===== config.mk =====
export PLATFORM = sky130hd
export DESIGN_NAME = wb_stage_pipelined
export DESIGN_NICKNAME = d
export VERILOG_FILES = /design/src/rtl/wb_stage_pipelined.sv
export SDC_FILE = /design/constraint.sdc
export NUM_CORES = 1
export LEC_CHECK = 0
export CORE_MARGIN = 2
export CORE_UTILIZATION = 44
export DETAILED_ROUTE_END_ITERATION = 12
export GPL_ROUTABILITY_DRIVEN = 0
export PLACE_DENSITY = 0.85
export SLEW_MARGIN = 20
export SYNTH_ARGS = -nofsm -noshare
export SYNTH_HDL_FRONTEND = slang
export SYNTH_SLANG_ARGS = --single-unit

===== constraint.sdc =====
create_clock -name clk -period 5.3 [get_ports clk]
set_clock_uncertainty 0.15 [all_clocks]
set_input_delay 0.53 -clock clk [delete_from_list [all_inputs] [get_ports clk]]
set_output_delay 0.53 -clock clk [all_outputs]
set_load 0.01 [all_outputs]

===== src/rtl/wb_stage_pipelined.sv =====
// MEM/WB pipeline register and write-back stage: load extraction, result select,
// register-file write port, misaligned-load detection and retired-instruction counter.
module wb_stage_pipelined #(
  parameter int XLEN  = 32,
  parameter int RA_W  = 5,
  parameter int CNT_W = 64
) (
  input  logic             clk,
  input  logic             reset,
  input  logic             valid_MEM,
  input  logic             stall_WB,
  input  logic             flush_WB,
  input  logic [XLEN-1:0]  readData,
  input  logic [XLEN-1:0]  alu_result,
  input  logic [XLEN-1:0]  pc_plus4,
  input  logic [1:0]       ResultSrc_MEM,
  input  logic             RegWrite_MEM,
  input  logic [RA_W-1:0]  rd_MEM,
  input  logic [2:0]       funct3_MEM,
  output logic [XLEN-1:0]  writeData_ID,
  output logic [RA_W-1:0]  rd_ID,
  output logic             RegWrite_ID,
  output logic             misaligned_load,
  output logic [CNT_W-1:0] retired_count
);

  localparam int BO_W = (XLEN == 64) ? 3 : 2;

  logic             r_valid;
  logic [1:0]       r_result_src;
  logic             r_regwrite;
  logic [RA_W-1:0]  r_rd;
  logic [2:0]       r_funct3;
  logic [XLEN-1:0]  r_read_data;
  logic [XLEN-1:0]  r_alu;
  logic [XLEN-1:0]  r_pc4;
  logic [CNT_W-1:0] r_retired;

  logic [BO_W-1:0]  w_off;
  logic [5:0]       w_byte_sh;
  logic [5:0]       w_half_sh;
  logic [5:0]       w_word_sh;
  logic [7:0]       w_byte;
  logic [15:0]      w_half;
  logic [31:0]      w_word;
  logic [XLEN-1:0]  w_load;
  logic             w_is_load;
  logic             w_misaligned;

  // Flush beats stall; the instruction leaving WB is counted on release or flush.
  always_ff @(posedge clk or posedge reset) begin
    if (reset) begin
      r_valid      <= 1'b0;
      r_result_src <= '0;
      r_regwrite   <= 1'b0;
      r_rd         <= '0;
      r_funct3     <= '0;
      r_read_data  <= '0;
      r_alu        <= '0;
      r_pc4        <= '0;
      r_retired    <= '0;
    end else begin
      if (r_valid && (!stall_WB || flush_WB))
        r_retired <= r_retired + CNT_W'(1);
      if (flush_WB) begin
        r_valid <= 1'b0;
      end else if (!stall_WB) begin
        r_valid      <= valid_MEM;
        r_result_src <= ResultSrc_MEM;
        r_regwrite   <= RegWrite_MEM;
        r_rd         <= rd_MEM;
        r_funct3     <= funct3_MEM;
        r_read_data  <= readData;
        r_alu        <= alu_result;
        r_pc4        <= pc_plus4;
      end
    end
  end

  assign w_off     = r_alu[BO_W-1:0];
  assign w_byte_sh = 6'(w_off) << 3;
  assign w_half_sh = 6'(w_off[BO_W-1:1]) << 4;
  // Only RV64 has a second word lane; on RV32 the word is always the whole bus.
  assign w_word_sh = (XLEN == 64) ? (6'(r_alu[2]) << 5) : 6'd0;
  assign w_byte    = 8'(r_read_data >> w_byte_sh);
  assign w_half    = 16'(r_read_data >> w_half_sh);
  assign w_word    = 32'(r_read_data >> w_word_sh);

  always_comb begin
    w_load = r_read_data;
    case (r_funct3)
      3'b000: w_load = XLEN'($signed(w_byte));
      3'b100: w_load = XLEN'(w_byte);
      3'b001: w_load = XLEN'($signed(w_half));
      3'b101: w_load = XLEN'(w_half);
      3'b010: w_load = XLEN'($signed(w_word));
      3'b110: if (XLEN == 64) w_load = XLEN'(w_word);
      default: w_load = r_read_data;
    endcase
  end

  assign w_is_load = r_valid && (r_result_src == 2'b01);

  always_comb begin
    w_misaligned = 1'b0;
    case (r_funct3)
      3'b001, 3'b101: w_misaligned = w_off[0];
      3'b010:         w_misaligned = (w_off[1:0] != 2'b00);
      3'b110:         w_misaligned = (XLEN == 64) && (w_off[1:0] != 2'b00);
      3'b011:         w_misaligned = (XLEN == 64) && (w_off != '0);
      default:        w_misaligned = 1'b0;
    endcase
  end

  always_comb begin
    case (r_result_src)
      2'b01:   writeData_ID = w_load;
      2'b10:   writeData_ID = r_pc4;
      default: writeData_ID = r_alu;
    endcase
  end

  assign misaligned_load = w_is_load && w_misaligned;
  assign RegWrite_ID     = r_valid && r_regwrite && (r_rd != '0) && !misaligned_load;
  assign rd_ID           = r_rd;
  assign retired_count   = r_retired;

endmodule


# Word level (Yosys, flattened, before mapping)
# Cells that the tools add are included.
dict set report op_classes {
  addsub 1
  eq_ne 7
  n_shift 2
  n_mux 5
  bitwise 2
  reduce_logical 14
}
# op n
set op_table {}
lappend op_table {{$pmux W32 S4} 1}
lappend op_table {{$add A64 B1 Y64 const B} 1}
lappend op_table {{$pmux W32 S2} 1}
lappend op_table {{$shr A32 B5 Y16} 1}
lappend op_table {{$shr A32 B5 Y8} 1}
lappend op_table {{$eq A3 B3 Y1 const B} 2}
lappend op_table {{$logic_and A1 B1 Y1} 6}
lappend op_table {{$reduce_bool A5 Y1} 1}
lappend op_table {{$eq A3 B1 Y1 const B} 1}
lappend op_table {{$eq A3 B2 Y1 const B} 1}
lappend op_table {{$logic_not A3 Y1} 1}
lappend op_table {{$eq A2 B1 Y1 const B} 1}
lappend op_table {{$eq A2 B2 Y1 const B} 1}
lappend op_table {{$logic_not A1 Y1} 2}
lappend op_table {{$mux W1} 2}
lappend op_table {{$ne A2 B1 Y1 const B} 1}
lappend op_table {{$not A1 Y1} 2}
lappend op_table {{$pmux W1 S2} 1}
lappend op_table {{$reduce_and A2 Y1} 1}
lappend op_table {{$reduce_bool A2 Y1} 1}
lappend op_table {{$reduce_or A2 Y1} 1}
lappend op_table {{$logic_or A1 B1 Y1} 1}
dict set report word_totals {
  ff_bits 172
  inputBits 112
  output_inout_bits 103
}

# Logic depth before layout (Yosys ltp)
# Gate-level depths: netlist of run 1.
dict set report depth {
  word_depth 6
  depth_mapped 8
  mapped_depth_nobuf 6
}

# Least setup slack after synthesis of run 1
# Ideal clock, no wire load.
dict set report synth_path {
  kind {reg-to-output}
  start {register r_alu[1]}
  end {output writeData_ID[10]}
  arrival_ns 1.870
  path_slack_ns 2.750
  path_stages_with_launch 6
  n_path_buf 0
  cell_sequence {dfrtp_1 mux2i_1 and2_0 o41ai_1 o221ai_1 o211ai_1}
}
dict set report synth_via {
  elab_chain_len 3
  elab_cells_between_ends 4
  classes_between {shift (2); mux (2)}
}
# element line_no
set synth_rtl {}
lappend synth_rtl {{from (decl)} 35} ;# logic [XLEN-1:0] r_alu;
lappend synth_rtl {{from (signal assigned)} 74} ;# r_alu <= alu_result;
lappend synth_rtl {{$shr A32 B5 Y16 / $shr A32 B5 Y8 (equally long branches)} {86, 85}}
lappend synth_rtl {{$pmux W32 S4 (*)} 91} ;# case (r_funct3)
lappend synth_rtl {{$pmux W32 S2 (*)} 116} ;# case (r_result_src)
lappend synth_rtl {{to (decl)} 20} ;# output logic [XLEN-1:0] writeData_ID,
# Mark *: on every way between the ends. The rest lies on a longest branch, timed or not.

# Final worst setup path of run 1
# Same ends and word-level chain as after synthesis.

==> results.md, run 1 <==
* Initial antenna violation count at 3
* CP Class: flip-flop to primary output
* Iter 0 DRT Violations at 412
* Sequential-to-total area share from yosys stat at between 50% and 60%
* Post-DP Area at 0.01051 mm^2
* Vias in the first global route at 6,355
* Clock transition at path regs at 0.07 ns
* Total CTS buffers at 17
* Design area at 0.01107 mm^2
* WL/cell at between 15 and 20 um
* Commonest non-fill, non-tap cell in the layout: clkdlybuf4s50_1
* Worst path cell trace: mux2i_1 -> and2_0 -> o41ai_1 -> buf_4 -> o221ai_1 -> o211ai_1 -> clkdlybuf4s50_1
* Worst Setup Start Kind: flip-flop
* Clock Latency Late Sink at 0.42 ns
* Die height at roughly 140 um
* Pint at 2.505 mW
* Post-layout net count at 1,053
* Initial Util at 45.17%
* Max transition margin at between 30 and 40%
* Final TNS setup at 0 ns
* Clock sink total at 172
* Maximum clock frequency at 0.2544 GHz
* Post-layout min period at 3.931 ns
* Mapped cell area at 0.008170 mm^2
* Count of hold buffers inserted by post-cts repair at 0
* Yosys warnings at 0
* DRC at 0
* Combinational Power Share at between 20% and 30%
* Synthesized Nets at ~850
* DPL Wire Length at about 15,000 um
* # resized after CTS at 0
* DRT antenna net count at 0
* CP max stage cell: dfrtp_1
* Max-cap violations at 0
* Total setup buffers inserted after CTS at 0
* Inserted Diodes at 0
* Leading cell types in the layout, fill and taps excluded: 214 x clkdlybuf4s50_1, 172 x dfrtp_1, 105 x mux2_2
* Pwr dens at 320.9 mW/mm^2
* Core box area at 0.01809 mm^2
* Synth Area per Inst at 11.07 um^2
* Peak VDD IR at roughly 0.23 mV
* Share of cells above drive strength 1 at 17.03%
* WP data arrival at around 3.3 ns
* Final Hold Vio Count at 0
* DR vias at between 6,000 and 7,000
* WP data required at 4.62 ns
* Max stage delay on crit path at 0.86 ns
* H-tree lvl count at 4
* Part of the cycle the worst path needs at 74.18%
* Worst Hold Class: flip-flop to flip-flop
* Global-route wire length before repair at 34,490 um
* Setup ws final at between 1 and 1.5 ns
* #FFs+latches synth at 172
* Total power draw at 3.551 mW
* Full die area at approximately 0.020 mm^2
* Rows at 49
* Final setup vio count at 0
* Drt pass-1 iters at 5
* Worst Path Max Fanout at 21
* PortBufs at 214
* Place WS at between 1.5 and 2 ns
* Clock power frac at 33.4%
* DRT Wirelength at 21,910 um
* Sw Ratio at between 20% and 30%
* Area delta synth->final at 35.44%
* Pleak at approximately 4.6 nW
* Worst-Margin Slew at 0.9536 ns
* Unrepaired setup endpoints after global routing: false
* Total GRT Usage at 22.27%
* Die W at 140.3 um
* Distinct cells, synth at between 40 and 50
* # IOs at 215
* Largest net degree at the start of global routing at 173
* Status: complete, no violations
* Reg power frac at 44.2%
* Synth Instances at 738
* Final Max Slew Viols at 0
* Crit. End Element: primary output
* CTS tree: built
* Gr ovfl total at 0
* Vias/cell at about 5.5
* Switch Pwr at 1.046 mW
* Root buf cell: clkbuf_16
* CTS Buffer Depth at 2
[stage by stage]
step	instances	hold WS (ns)	utilization, %
3_5_place_dp	1148	0.3319	58.13
2_1_floorplan	738	0.3306	-
5_1_grt	1180	0.3617	61.18
4_1_cts	1180	0.3504	61.18
6_report	1180	0.3487	61.18
3_3_place_gp	1148	0.3323	58.13
[Yosys cell counts (all sizes together)]
| cell | n | share of area (%) |
|---|---|---|
| a221oi | 6 | 0.64 |
| xor2 | 32 | 3.4 |
| a211oi | 1 | 0.092 |
| a22oi | 2 | 0.18 |
| and3 | 5 | 0.38 |
| buf | 4 | 0.31 |
| or2 | 2 | 0.15 |
| nand3 | 19 | 1.2 |
| nor2 | 49 | 2.3 |
| clkbuf | 35 | 1.6 |
| nand4 | 17 | 1.5 |
| o31ai | 1 | 0.092 |
| mux2 | 105 | 14 |
| nor2b | 7 | 0.54 |
| nand2 | 91 | 4.2 |
| and4 | 3 | 0.32 |
| nor4 | 11 | 1.1 |
| o22ai | 5 | 0.38 |
| or3 | 1 | 0.077 |
| or4 | 2 | 0.23 |
| nor3b | 2 | 0.25 |
| ha | 3 | 0.46 |
| inv | 22 | 1.0 |
| o221ai | 26 | 2.8 |
| o211ai | 5 | 0.46 |
| mux2i | 8 | 0.98 |
| nor3 | 25 | 2.0 |
| dfrtp | 172 | 53 |
| nand2b | 4 | 0.31 |
| xnor2 | 31 | 3.3 |
| o41ai | 1 | 0.11 |
| o21ai | 22 | 1.3 |
| a21oi | 16 | 0.98 |
| and2 | 3 | 0.23 |
[area by class of cell]
type,instances,area (um^2)
clock inverter,15,126.4
multi-input combinational,505,3637
inverter,22,86.33
clock buffer,17,425.4
timing repair buffer,220,2200
tap,229,286.5
sequential,172,4304
fill,1489,7020
[state kept, by name, indices dropped and copies added (netlist names)]
| name | cells |
|---|---|
| r_alu | 32 |
| r_funct3 | 3 |
| r_pc4 | 32 |
| r_read_data | 32 |
| r_regwrite | 1 |
| r_result_src | 2 |
| r_valid | 1 |
| rd_ID | 5 |
| retired_count | 64 |
[logic make-up after synthesis]
group	count (synthesis)	synth area share [%]
and+or+nand+nor	241	14.66
buffers and inverters	61	2.925
AOI/OAI and AO/OA	85	7.075
DFF	172	52.68
adders and majority gates	3	0.4595
xor gates and xnor gates	63	6.753
muxes	113	15.45
[metal layers]
| layer | wire [um] | part of all wire (%) | GRT usage, % | vias up |
|---|---|---|---|---|
| met4 | 327 | 1.5 | 5.688 | 4 |
| li1 | - | - | - | 2997 |
| met5 | 26 | 0.12 | 0 | - |
| met3 | 1843 | 8.4 | 6.598 | 22 |
| met2 | 10450 | 48 | 36.17 | 245 |
| met1 | 9258 | 42 | 29.44 | 3226 |
[worst max-delay path, delay by kind of cell, from the launching register on]
family                 cells  cell delay [ns]
DFF                        1             0.86
muxes                      1             0.22
AOI/OAI and AO/OA          3             0.72
and+or+nand+nor            1             0.20
buffers and inverters      2             0.84
[worst paths after layout]
kind	startpoint	end	slack [ns]	depth (start not counted)
hold reg to reg	retired_count[40]$_DFFE_PP0P_	retired_count[40]$_DFFE_PP0P_	0.35	1
setup reg to reg	retired_count[8]$_DFFE_PP0P_	retired_count[63]$_DFFE_PP0P_	2.71	5
min in group asynchronous	reset	retired_count[15]$_DFFE_PP0P_	0.56	3
setup / recovery	r_alu[1]$_DFFE_PP0P_	writeData_ID[10]	1.37	7
max in group asynchronous	reset	r_read_data[23]$_DFFE_PP0P_	3.75	3
hold / removal	retired_count[40]$_DFFE_PP0P_	retired_count[40]$_DFFE_PP0P_	0.35	1
[power by group through the flow]
stage / registers [mW] / clock network (mW) / logic [mW]
floorplan: 1.56 / 0 / 0.427
global placement: 1.59 / 0 / 0.780
detailed placement: 1.59 / 0 / 0.793
CTS: 1.57 / 1.21 / 0.799
global route: 1.59 / 1.28 / 0.858
finish: 1.57 / 1.19 / 0.795
Power figures use the tool's default switching activity.
==> run 2: changes to the inputs <==
Clock period 5.3 ns to 3.16 ns, I/O delays scaled along.
==> run 2 against run 1 <==
Against the previous run: non-clock buffer count up 17; clock power grew 80%; worst hold slack worse by 0.14 ns; routed wire length increased by 4.4%; die area did not move; register-to-register slack worse by 2.1 ns; via count rose by 1.4%; cell count rose by 1.5%; critical path type unchanged; largest cell class unchanged.
==> results.md, run 2 (synthesis gave the netlist of run 1 again) <==
* Worst Path Max Fanout at 18
* Die W at between 100 and 150 um
* Status: complete, no violations
* Worst reg-to-reg path cell count at 5
* Worst r2r src: retired_count[22]$_DFFE_PP0P_
* Clock power frac at 34.7%
* Gr ovfl total at 0
* Global-route wire length before repair at 35,810 um
* Max transition margin at 50.34%
* Reg power frac at 42.5%
* Worst R2R End: retired_count[55]$_DFFE_PP0P_
* Crit. End Element: primary output
* DR vias at roughly 6,600
* Vias in the first global route at around 6,600
* Switch Pwr at approximately 1.8 mW
* Combinational Power Share at a little under a quarter
* CP endpoint: writeData_ID[5]
* CP Class: flip-flop to primary output
* WHS at approximately 0.21 ns
* Final Max Slew Viols at 0
* WP data arrival at 2.60 ns
* CP max stage cell: clkdlybuf4s50_1
* CTS tree: built
* Maximum clock frequency at 0.3256 GHz
* Root buf cell: clkbuf_16
* Pleak at approximately 4.8 nW
* WL/cell at about 19 um
* PortBufs at 214
* Final TNS setup at 0 ns
* Vias/cell at approximately 5.5
* Max reg flops at between 60 and 70
* Share of cells above drive strength 1 at 19.01%
* Final setup vio count at 0
* Total CTS buffers at 17
* Worst-Margin Slew at approximately 0.74 ns
* Max stage delay on crit path at slightly above 0.5 ns
* H-tree lvl count at 4
* DRC at 0
* Area delta synth->final at 38.85%
* Iter 0 DRT Violations at 471
* Pint at 4.334 mW
* Clock Latency Late Sink at 0.43 ns
* Worst Setup SP: r_alu[1]$_DFFE_PP0P_
* Clock sink total at ~170
* Max-cap violations at 0
* Final Hold Vio Count at 0
* Buf+Inv Stages, Crit Path at 2
* Full die area at 0.01967 mm^2
* CTS Buffer Depth at 2
* # IOs at between 200 and 250
* Family with the most delay on the worst path: buffers and inverters
* Worst path depth at 7
* Largest net degree at the start of global routing at 65
* Clock transition at path regs at about 0.070 ns
* Initial antenna violation count at 2
* Sw Ratio at 29.71%
* Count of hold buffers inserted by post-cts repair at 0
* WP data required at 2.69 ns
* Core Util, Final at 62.73%
* Total GRT Usage at 23.26%
* Post-layout min period at 3.071 ns
* Commonest non-fill, non-tap cell in the layout: clkdlybuf4s50_1
* Worst path cell trace: buf_4 -> mux2_2 -> nor3_1 -> a221oi_1 -> a22oi_1 -> o21ai_0 -> clkdlybuf4s50_1
* DRT antenna net count at 0
* Part of the cycle the worst path needs at a little over nine tenths
* Initial Util at about 45%
* Peak VDD IR at ~0.40 mV
* Rows at 49
* Die height at between 100 and 150 um
* Core box area at 0.01809 mm^2
* Leading cell types in the layout, fill and taps excluded: 207 x clkdlybuf4s50_1, 172 x dfrtp_1, 105 x mux2_2
* Pwr dens at 543.5 mW/mm^2
* DPL Wire Length at 16,420 um
* Worst Setup Start Kind: flip-flop
* DRT Wirelength at 22,880 um
* Drt pass-1 iters at 5
* Worst Hold Class: input port to asynchronous set/reset pin
* Post-layout net count at 1,070
* Flop2flop setup slack at 0.63 ns
## run 2: through the flow
step / cells / setup WS (ns) / total power [mW] / area (um^2)
floorplan: 738 / 0.4973 / 3.327 / 8174
global placement: 1165 / 0.4429 / 4.011 / 10700
detailed placement: 1165 / 0.3909 / 4.049 / 10700
CTS: 1197 / 0.009782 / 6.186 / 11300
global route: 1197 / -0.0002349 / 6.431 / 11340
finish: 1198 / 0.08920 / 6.166 / 11340
## run 2: area by class of cell
| class | count | area (um^2) |
|---|---|---|
| Antenna cell | 1 | 2.502 |
| Clock buffer | 17 | 425.4 |
| Clock inverter | 15 | 170.2 |
| Fill cell | 1419 | 6741 |
| Inverter | 22 | 90.09 |
| Multi-Input combinational cell | 505 | 3662 |
| Sequential cell | 172 | 4304 |
| Tap cell | 229 | 286.5 |
| Timing Repair Buffer | 237 | 2404 |
## run 2: routing by layer
metal | wire [um] | up-vias | global-route usage, % | part of all wire [%]
met3 | 2057 | 31 | 6.325 | 9.0
met1 | 9116 | 3242 | 29.31 | 40
li1 | - | 3036 | - | -
met2 | 11350 | 273 | 39.81 | 50
met4 | 347 | 0 | 6.061 | 1.5
met5 | 0 | - | 0 | 0
## run 2: what timing repair did
action,4_1_cts,5_1_grt
setup endpoints to repair,7,30
buffers inserted,0,0
resized for setup,3,11
## run 2: worst min-delay path by stage
stage          slack (ns)  cells after the start                             to                     startpoint
6_report             0.21                      2  retired_count[16]$_DFFE_PP0P_                          reset
5_1_grt              0.28                      2  retired_count[21]$_DFFE_PP0P_                          reset
4_1_cts              0.23                      2  retired_count[16]$_DFFE_PP0P_                          reset
3_5_place_dp         0.34                      1  retired_count[63]$_DFFE_PP0P_  retired_count[63]$_DFFE_PP0P_
3_3_place_gp         0.33                      1  retired_count[38]$_DFFE_PP0P_  retired_count[38]$_DFFE_PP0P_
2_1_floorplan        0.23                      1            r_valid$_DFFE_PP0N_                       flush_WB
## run 2: worst reg2reg max path: cells and delay by family (launching register included)
family	cells	cell delay [ns]
simple gates	4	1.66
flops	1	0.49
xor+xnor	1	0.16
## run 2: power groups by stage
stage	logic, mW	clock network (mW)	registers (mW)
after global routing	1.52	2.26	2.65
after detailed placement	1.39	0	2.66
after floorplan	0.716	0	2.61
after CTS	1.40	2.17	2.61
after global placement	1.37	0	2.65
final	1.40	2.14	2.62
